$ cat src/rtl/i2c_arb_pkg.sv
// Shared types and helpers for the I2C bus arbiter.
//   arb_state_t : arbiter FSM states
//   ADDR_W      : I2C slave address width
//   DATA_W      : I2C data byte width
//   MAX_REQ     : largest supported requester count
//   onehot()    : index to one-hot vector (MAX_REQ wide, caller truncates)
package i2c_arb_pkg;

  localparam int ADDR_W  = 7;
  localparam int DATA_W  = 8;
  localparam int MAX_REQ = 8;

  typedef enum logic [1:0] {
    IDLE  = 2'd0,
    GRANT = 2'd1,
    DRAIN = 2'd2
  } arb_state_t;

  function automatic logic [MAX_REQ-1:0] onehot(input logic [2:0] idx);
    onehot      = '0;
    onehot[idx] = 1'b1;
  endfunction

endpackage

$ cat src/rtl/i2c_arb_rr_pick.sv
// Combinational round-robin picker.
//   req_i    : requests eligible this cycle
//   last_i   : index of the most recent owner
//   valid_o  : at least one eligible request
//   winner_o : first requesting index after last_i, wrapping
module i2c_arb_rr_pick #(
  parameter int C_NUM_REQ = 2,
  parameter int IW        = $clog2(C_NUM_REQ)
) (
  input  logic [C_NUM_REQ-1:0] req_i,
  input  logic [IW-1:0]        last_i,
  output logic                 valid_o,
  output logic [IW-1:0]        winner_o
);

  logic [IW-1:0] cand;

  // Scan last+1, last+2, ... last+N; the first hit wins.
  always_comb begin
    valid_o  = 1'b0;
    winner_o = '0;
    cand     = '0;
    for (int k = 1; k <= C_NUM_REQ; k++) begin
      cand = IW'((int'(last_i) + k) % C_NUM_REQ);
      if (!valid_o && req_i[cand]) begin
        valid_o  = 1'b1;
        winner_o = cand;
      end
    end
  end

endmodule

$ cat src/rtl/i2c_bus_arbiter.sv
// Shares one I2C master core among C_NUM_REQ requesters.
// Round-robin grant taken only while the master is idle, held for the
// whole transaction; a watchdog force-releases a hung owner.
//   clk, rst                  : clock, synchronous active-high reset
//   req_* (in)                : per-requester master-side request signals
//   req_rdata/act/err/next    : per-requester response views
//   gnt                       : registered one-hot grant
//   timeout_irq               : 1-cycle pulse on forced release
//   en/addr/write/wdata/multibyte_n (out), rdata/act/err/next (in) : master
//
// state | meaning
// IDLE  | no owner; grant when master idle and an unblocked request exists
// GRANT | owner's request muxed to the master; watchdog running
// DRAIN | master inputs forced to 0; wait for act to clear
module i2c_bus_arbiter
  import i2c_arb_pkg::*;
#(
  parameter int C_NUM_REQ = 2,
  parameter int C_TIMEOUT = 1000000
) (
  input  logic                          clk,
  input  logic                          rst,
  input  logic [C_NUM_REQ-1:0]          req_en,
  input  logic [ADDR_W*C_NUM_REQ-1:0]   req_addr,
  input  logic [C_NUM_REQ-1:0]          req_write,
  input  logic [DATA_W*C_NUM_REQ-1:0]   req_wdata,
  input  logic [C_NUM_REQ-1:0]          req_multibyte_n,
  output logic [DATA_W-1:0]             req_rdata,
  output logic [C_NUM_REQ-1:0]          req_act,
  output logic [C_NUM_REQ-1:0]          req_err,
  output logic [C_NUM_REQ-1:0]          req_next,
  output logic [C_NUM_REQ-1:0]          gnt,
  output logic                          timeout_irq,
  output logic                          en,
  output logic [ADDR_W-1:0]             addr,
  output logic                          write,
  output logic [DATA_W-1:0]             wdata,
  output logic                          multibyte_n,
  input  logic [DATA_W-1:0]             rdata,
  input  logic                          act,
  input  logic                          err,
  input  logic                          next
);

  localparam int IW = $clog2(C_NUM_REQ);
  localparam int WW = $clog2(C_TIMEOUT + 1);
  localparam logic [WW-1:0] WDOG_LAST = WW'(C_TIMEOUT - 1);
  localparam logic [WW-1:0] WDOG_MAX  = WW'(C_TIMEOUT);

  arb_state_t           state_q, state_d;
  logic [IW-1:0]        owner_q, owner_d;
  logic [IW-1:0]        last_q, last_d;
  logic [C_NUM_REQ-1:0] gnt_q, gnt_d;
  logic [C_NUM_REQ-1:0] blocked_q, blocked_d;
  logic [WW-1:0]        wdog_q, wdog_d;

  logic                 pick_valid;
  logic [IW-1:0]        pick_idx;
  logic                 owner_en;
  logic                 timeout;
  logic                 drive;

  i2c_arb_rr_pick #(
    .C_NUM_REQ (C_NUM_REQ),
    .IW        (IW)
  ) u_pick (
    .req_i    (req_en & ~blocked_q),
    .last_i   (last_q),
    .valid_o  (pick_valid),
    .winner_o (pick_idx)
  );

  assign owner_en = req_en[owner_q];
  // An en drop in the deadline cycle is a normal release, not a timeout.
  assign timeout  = (state_q == GRANT) && owner_en && (wdog_q == WDOG_LAST) && !rst;
  // Reset drops the master request at once, before the state register clears.
  assign drive    = (state_q == GRANT) && !rst;

  always_comb begin
    state_d   = state_q;
    owner_d   = owner_q;
    last_d    = last_q;
    gnt_d     = gnt_q;
    wdog_d    = wdog_q;
    // A block lasts only until the requester lets go of en.
    blocked_d = (blocked_q & req_en) |
                (timeout ? C_NUM_REQ'(onehot(3'(owner_q))) : '0);
    unique case (state_q)
      IDLE: begin
        if (!act && pick_valid) begin
          owner_d = pick_idx;
          gnt_d   = C_NUM_REQ'(onehot(3'(pick_idx)));
          wdog_d  = '0;
          state_d = GRANT;
        end
      end
      GRANT: begin
        if (wdog_q != WDOG_MAX) wdog_d = wdog_q + 1'b1;
        if (!owner_en || timeout) state_d = DRAIN;
      end
      DRAIN: begin
        if (!act) begin
          last_d  = owner_q;
          gnt_d   = '0;
          state_d = IDLE;
        end
      end
      default: state_d = IDLE;
    endcase
  end

  always_ff @(posedge clk) begin
    if (rst) begin
      state_q   <= IDLE;
      owner_q   <= '0;
      last_q    <= IW'(C_NUM_REQ - 1);
      gnt_q     <= '0;
      wdog_q    <= '0;
      blocked_q <= '0;
    end else begin
      state_q   <= state_d;
      owner_q   <= owner_d;
      last_q    <= last_d;
      gnt_q     <= gnt_d;
      wdog_q    <= wdog_d;
      blocked_q <= blocked_d;
    end
  end

  assign gnt         = gnt_q;
  assign timeout_irq = timeout;

  assign en          = drive & owner_en;
  assign write       = drive & req_write[owner_q];
  assign multibyte_n = drive & req_multibyte_n[owner_q];
  assign addr        = drive ? req_addr[int'(owner_q)*ADDR_W +: ADDR_W] : '0;
  assign wdata       = drive ? req_wdata[int'(owner_q)*DATA_W +: DATA_W] : '0;

  assign req_rdata   = rdata;

  // Non-owners see the bus as busy for the whole ownership window.
  always_comb begin
    req_act  = '0;
    req_err  = '0;
    req_next = '0;
    for (int i = 0; i < C_NUM_REQ; i++) begin
      if (state_q == IDLE) begin
        req_act[i] = act;
      end else if (owner_q == IW'(i)) begin
        req_act[i]  = act;
        req_err[i]  = err | timeout;
        req_next[i] = next;
      end else begin
        req_act[i] = 1'b1;
      end
    end
  end

endmodule

$ cat config.mk
export PLATFORM = sky130hd
export DESIGN_NAME = i2c_bus_arbiter
export DESIGN_NICKNAME = d
export VERILOG_FILES = /design/src/rtl/i2c_arb_pkg.sv /design/src/rtl/i2c_arb_rr_pick.sv /design/src/rtl/i2c_bus_arbiter.sv
export SDC_FILE = /design/constraint.sdc
export NUM_CORES = 1
export LEC_CHECK = 0
export ABC_AREA = 1
export CAP_MARGIN = 20
export CORE_MARGIN = 2
export CORE_UTILIZATION = 46
export DETAILED_ROUTE_END_ITERATION = 12
export PLACE_DENSITY = 0.88
export SYNTH_ARGS = -nofsm -noshare
export SYNTH_HDL_FRONTEND = slang
export SYNTH_SLANG_ARGS = --single-unit
$ cat constraint.sdc
create_clock -name clk -period 3.1 [get_ports clk]
set_clock_uncertainty 0.2 [all_clocks]
set_input_delay 0.62 -clock clk [delete_from_list [all_inputs] [get_ports clk]]
set_output_delay 0.62 -clock clk [all_outputs]
set_load 0.05 [all_outputs]
==> results by stage <==
Critical path:
- The number of buffers and inverters on the critical path is 4.
- The worst register-to-register path has a setup slack of between 1000 and 1500 ps.
- The worst setup path is launched from an input pin.
- The critical path goes through clkdlybuf4s50_1 -> nand2_1 -> a21oi_4 -> nand3_1 -> inv_2 -> or2_1 -> inv_1 -> nor2_2 -> buf_12.
- Of all nets on the critical path, the largest fanout is 3.
- For this design, the slowest cell found on the critical path is sky130_fd_sc_hd__clkdlybuf4s50_1.
- In this design, the stage delay of the slowest critical-path cell is 520 ps.
- The data arrival at the endpoint of the critical path is 2120 ps.
- Data on the critical path is required at its endpoint by 2280 ps.
- The worst setup path is of the in2out kind.
- The timing startpoint of the critical path is req_en[1].
- The reg-to-reg critical path startpoint is wdog_q[0].
- STA classifies the critical path endpoint as an output pin.
- Grouping stages by cell kind, the critical path spends the most delay in buffers and inverters.

Pwr:
- The highest ir drop seen on vdd is around 0.35 mV.
- The ratio of total power to cell area is about 330 nW/um2.
- The leakage power total is around 1.2 nW.

Synthesis:
- The simple logic cell fraction of the synthesized area is between 40% and 50%.
- The netlist uses 27 different library cells.
- The main combinational cell family by area after synthesis is simple AND/OR/NAND/NOR gates.
- The sequential share of the synthesized area is between 20% and 30%.
- In the synthesized netlist, the number of instances is between 300 and 400.
- The post-synth net total is just under 400.
- Synthesis inferred 28 register bits.
- Averaged over all synthesized cells, the footprint is about 5.7 um2.
- The area of the mapped netlist is ~2000 um2.
- The fraction of synthesized area in multiplexers is 0%.
- The post-synthesis xor/xnor area fraction is 0.889%.
- Summing the areas of all fa, ha and maj instances in the mapped netlist gives under 10% of the synthesized area.
- Yosys printed 0 warnings.
- The synthesized netlist devotes between 10% and 20% of its cell area to compound gates.

Detailed routing:
- The iteration count of the initial detailed-routing pass is 6.
- The detail route stage leaves a number of antenna-violating nets equal to 0.
- For this block, the via count after detailed routing is approximately 2,400.
- Dividing the detail-routed wire length by the instance count gives ~13 um.
- For this run, design rule violations remaining after detail routing come to 0.
- The vias per cell is about 5.3.
- In this run, the number of DRC markers left after iteration 0 of detailed routing was about 170.
- Summed over all layers, the routed wires come to roughly 6000 um.

Clocking:
- The clock reaches the later pin of the worst-skew pair after about 280 ps.
- The H-tree depth is 1.
- The sink count of the clock tree is 28.
- The clock-pin slew reported for the worst setup and hold paths after clock tree synthesis is 90 ps.
- The TritonCTS clock tree is done.
- The number of buffers added by the clock tree synthesis step is 3.
- The cell sitting at the root of the clock tree is a sky130_fd_sc_hd__clkbuf_8.
- No sink is reached through more buffers than the 2 on the longest clock path.

STA:
- The slew at the pin closest to its max-slew limit is 495 ps.
- On the final layout, the worst hold slack is ~260 ps.
- The final total negative setup slack is 0 ps.
- The highest clock frequency the design can meet is about 340 MHz.
- Measured against its own limit, the worst slew margin works out to between 60% and 70%.
- Setup violations remaining at the end of the flow were counted as 0.
- The time the worst path needs with I/O delays and setup is 2940 ps.
- The final max-slew violation count is 0.
- Setup repair after global routing left no endpoint under its margin.
- The final hold violation count came to 0.
- The part of the cycle the worst path needs is a little over nine tenths.

Place:
- Including well taps, the total number of placed cells is approximately 450.
- Detailed placement ended at an HPWL of roughly 4600 um.
- The total cell area at the placement stage is ~2800 um2.
- Input and output buffers added on the ports amount to between 60 and 70.
- At the end of routability-driven placement, the weighted congestion stood at between 0.9 and 1.

Run:
- The number of max-cap violations is 0.

Layout:
- For this run, the post-layout net count is 454.
- The library cells used most frequently in the layout, excluding fill and tap cells, are sky130_fd_sc_hd__nand2_1 (115), sky130_fd_sc_hd__nor2_1 (44), sky130_fd_sc_hd__clkdlybuf4s50_1 (42).
- The number of antenna diodes in the final layout is 0.
- The fraction of final layout cells with drive strength greater than 1 is 13.9%.
- The layout overhead on the synthesized area is 48.4%.
- Leaving out fill and tap cells, the most frequent cell in the layout is sky130_fd_sc_hd__nand2_1.
- The layout has about 300 filler cells.
- The post-route cell area is between 2000 and 3000 um2.
- The post-layout instance count excluding filler cells is about 450.
- At the end of the flow the core is filled with cells to 72.1%.

Floorplan:
- The core area is 4060 um2.
- The total die area is about 4800 um2.
- The width of the die is ~70 um.
- The die height is 69.5 um.
- The floorplan has 23 rows.
- For this configuration, the core starts out at a cell density of approximately half.
- The boundary pin count is between 80 and 90.

Global route:
- Global routing consumed, over all layers together, about a quarter of the routing resources.
- For this run the aggregate overflow at the end of global routing stands at 0.
- The initial antenna violation count is 0.
- The wire length of the first global-routing pass is a little under 10,000 um.
- Entering global routing, the biggest net connects 22 pins.
- The number of global-route vias before repair is around 2,100.

Status:
- The flow ran to the end, and the final reports show no timing, DRC or antenna violations.

Hold path:
- The min-delay analysis places its worst path in the category reg2reg.
- The hold path startpoint is blocked_q[1].
-- flip-flops by register name (all words and copies together), names as in the netlist --
| register | cells |
|---|---|
| state_q | 2 |
| blocked_q | 2 |
| gnt | 2 |
| wdog_q | 20 |
| owner_q | 1 |
| last_q | 1 |
-- tightest hold or removal path, cell delays in order (launching register included) --
cell	delay, ps
sky130_fd_sc_hd__dfxtp_1	320
sky130_fd_sc_hd__nand2_1	50
sky130_fd_sc_hd__a21oi_1	50
-- cells by family (layout without fill, tap and decap cells) --
kind of cell | after synthesis | after routing
compound gates | 46 | 46
xor+xnor | 2 | 2
fa+ha+maj | 2 | 2
buf+inv | 57 | 116
flops | 28 | 28
simple gates | 208 | 208
-- power breakdown --
group / switching [mW] / internal, mW
Sequential: 0.00827 / 0.369
Clock: 0.116 / 0.173
Combinational: 0.164 / 0.120
Total: 0.288 / 0.662
-- through the flow --
| stage | setup slack, ps | total power [mW] |
|---|---|---|
| 3_3_place_gp | 170 | 0.661 |
| 2_1_floorplan | -35.1 | 0.568 |
| 6_report | 162 | 0.951 |
| 4_1_cts | 133 | 0.954 |
| 5_1_grt | 37.2 | 0.989 |
| 3_5_place_dp | 147 | 0.668 |
-- synth_stat cells (all sizes together) --
library cell  number  area [um2]
or2                3        18.8
inv               36         135
nand4              4        25.0
clkbuf             4        15.0
buf               16         109
xor2               2        17.5
nand2            117         444
a21oi             41         216
o21ai              3        15.0
o211ai             1        7.51
nor3               3        20.0
a31oi              1        6.26
clkinv             1        3.75
ha                 2        25.0
nor2              49         191
nand3             32         160
dfxtp             28         561
-- repair_timing --
action | CTS | global route
gates resized for setup | 0 | 0
hold buffers | 0 | 0
setup buffers | 0 | 2
endpoints found under the hold margin | 0 | 0
endpoints found under the setup margin | 0 | 2
-- cell type report --
cell class	instances	area, um2	share of cell area, %
clock inverter	1	30.0	1.03
clock buffer	3	41.3	1.41
sequential	28	561	19.2
inverter	37	139	4.75
tap	50	62.6	2.14
timing repair buffer	75	931	31.8
multi-input combinational	258	1160	39.7
-- worst paths after layout --
| kind | end | cells past startpoint |
|---|---|---|
| hold / removal | blocked_q[1] | 2 |
| hold reg to reg | blocked_q[1] | 2 |
| setup / recovery | req_err[0] | 9 |
| setup reg to reg | wdog_q[0] | 10 |
-- metal layers --
layer | GRT usage, % | routed length, um
met5 | 0 | 0
met4 | 5.88 | 131
met3 | 3.78 | 377
met2 | 43.8 | 3040
met1 | 31.0 | 2420
No activity file was read; power rests on OpenSTA's default activity.
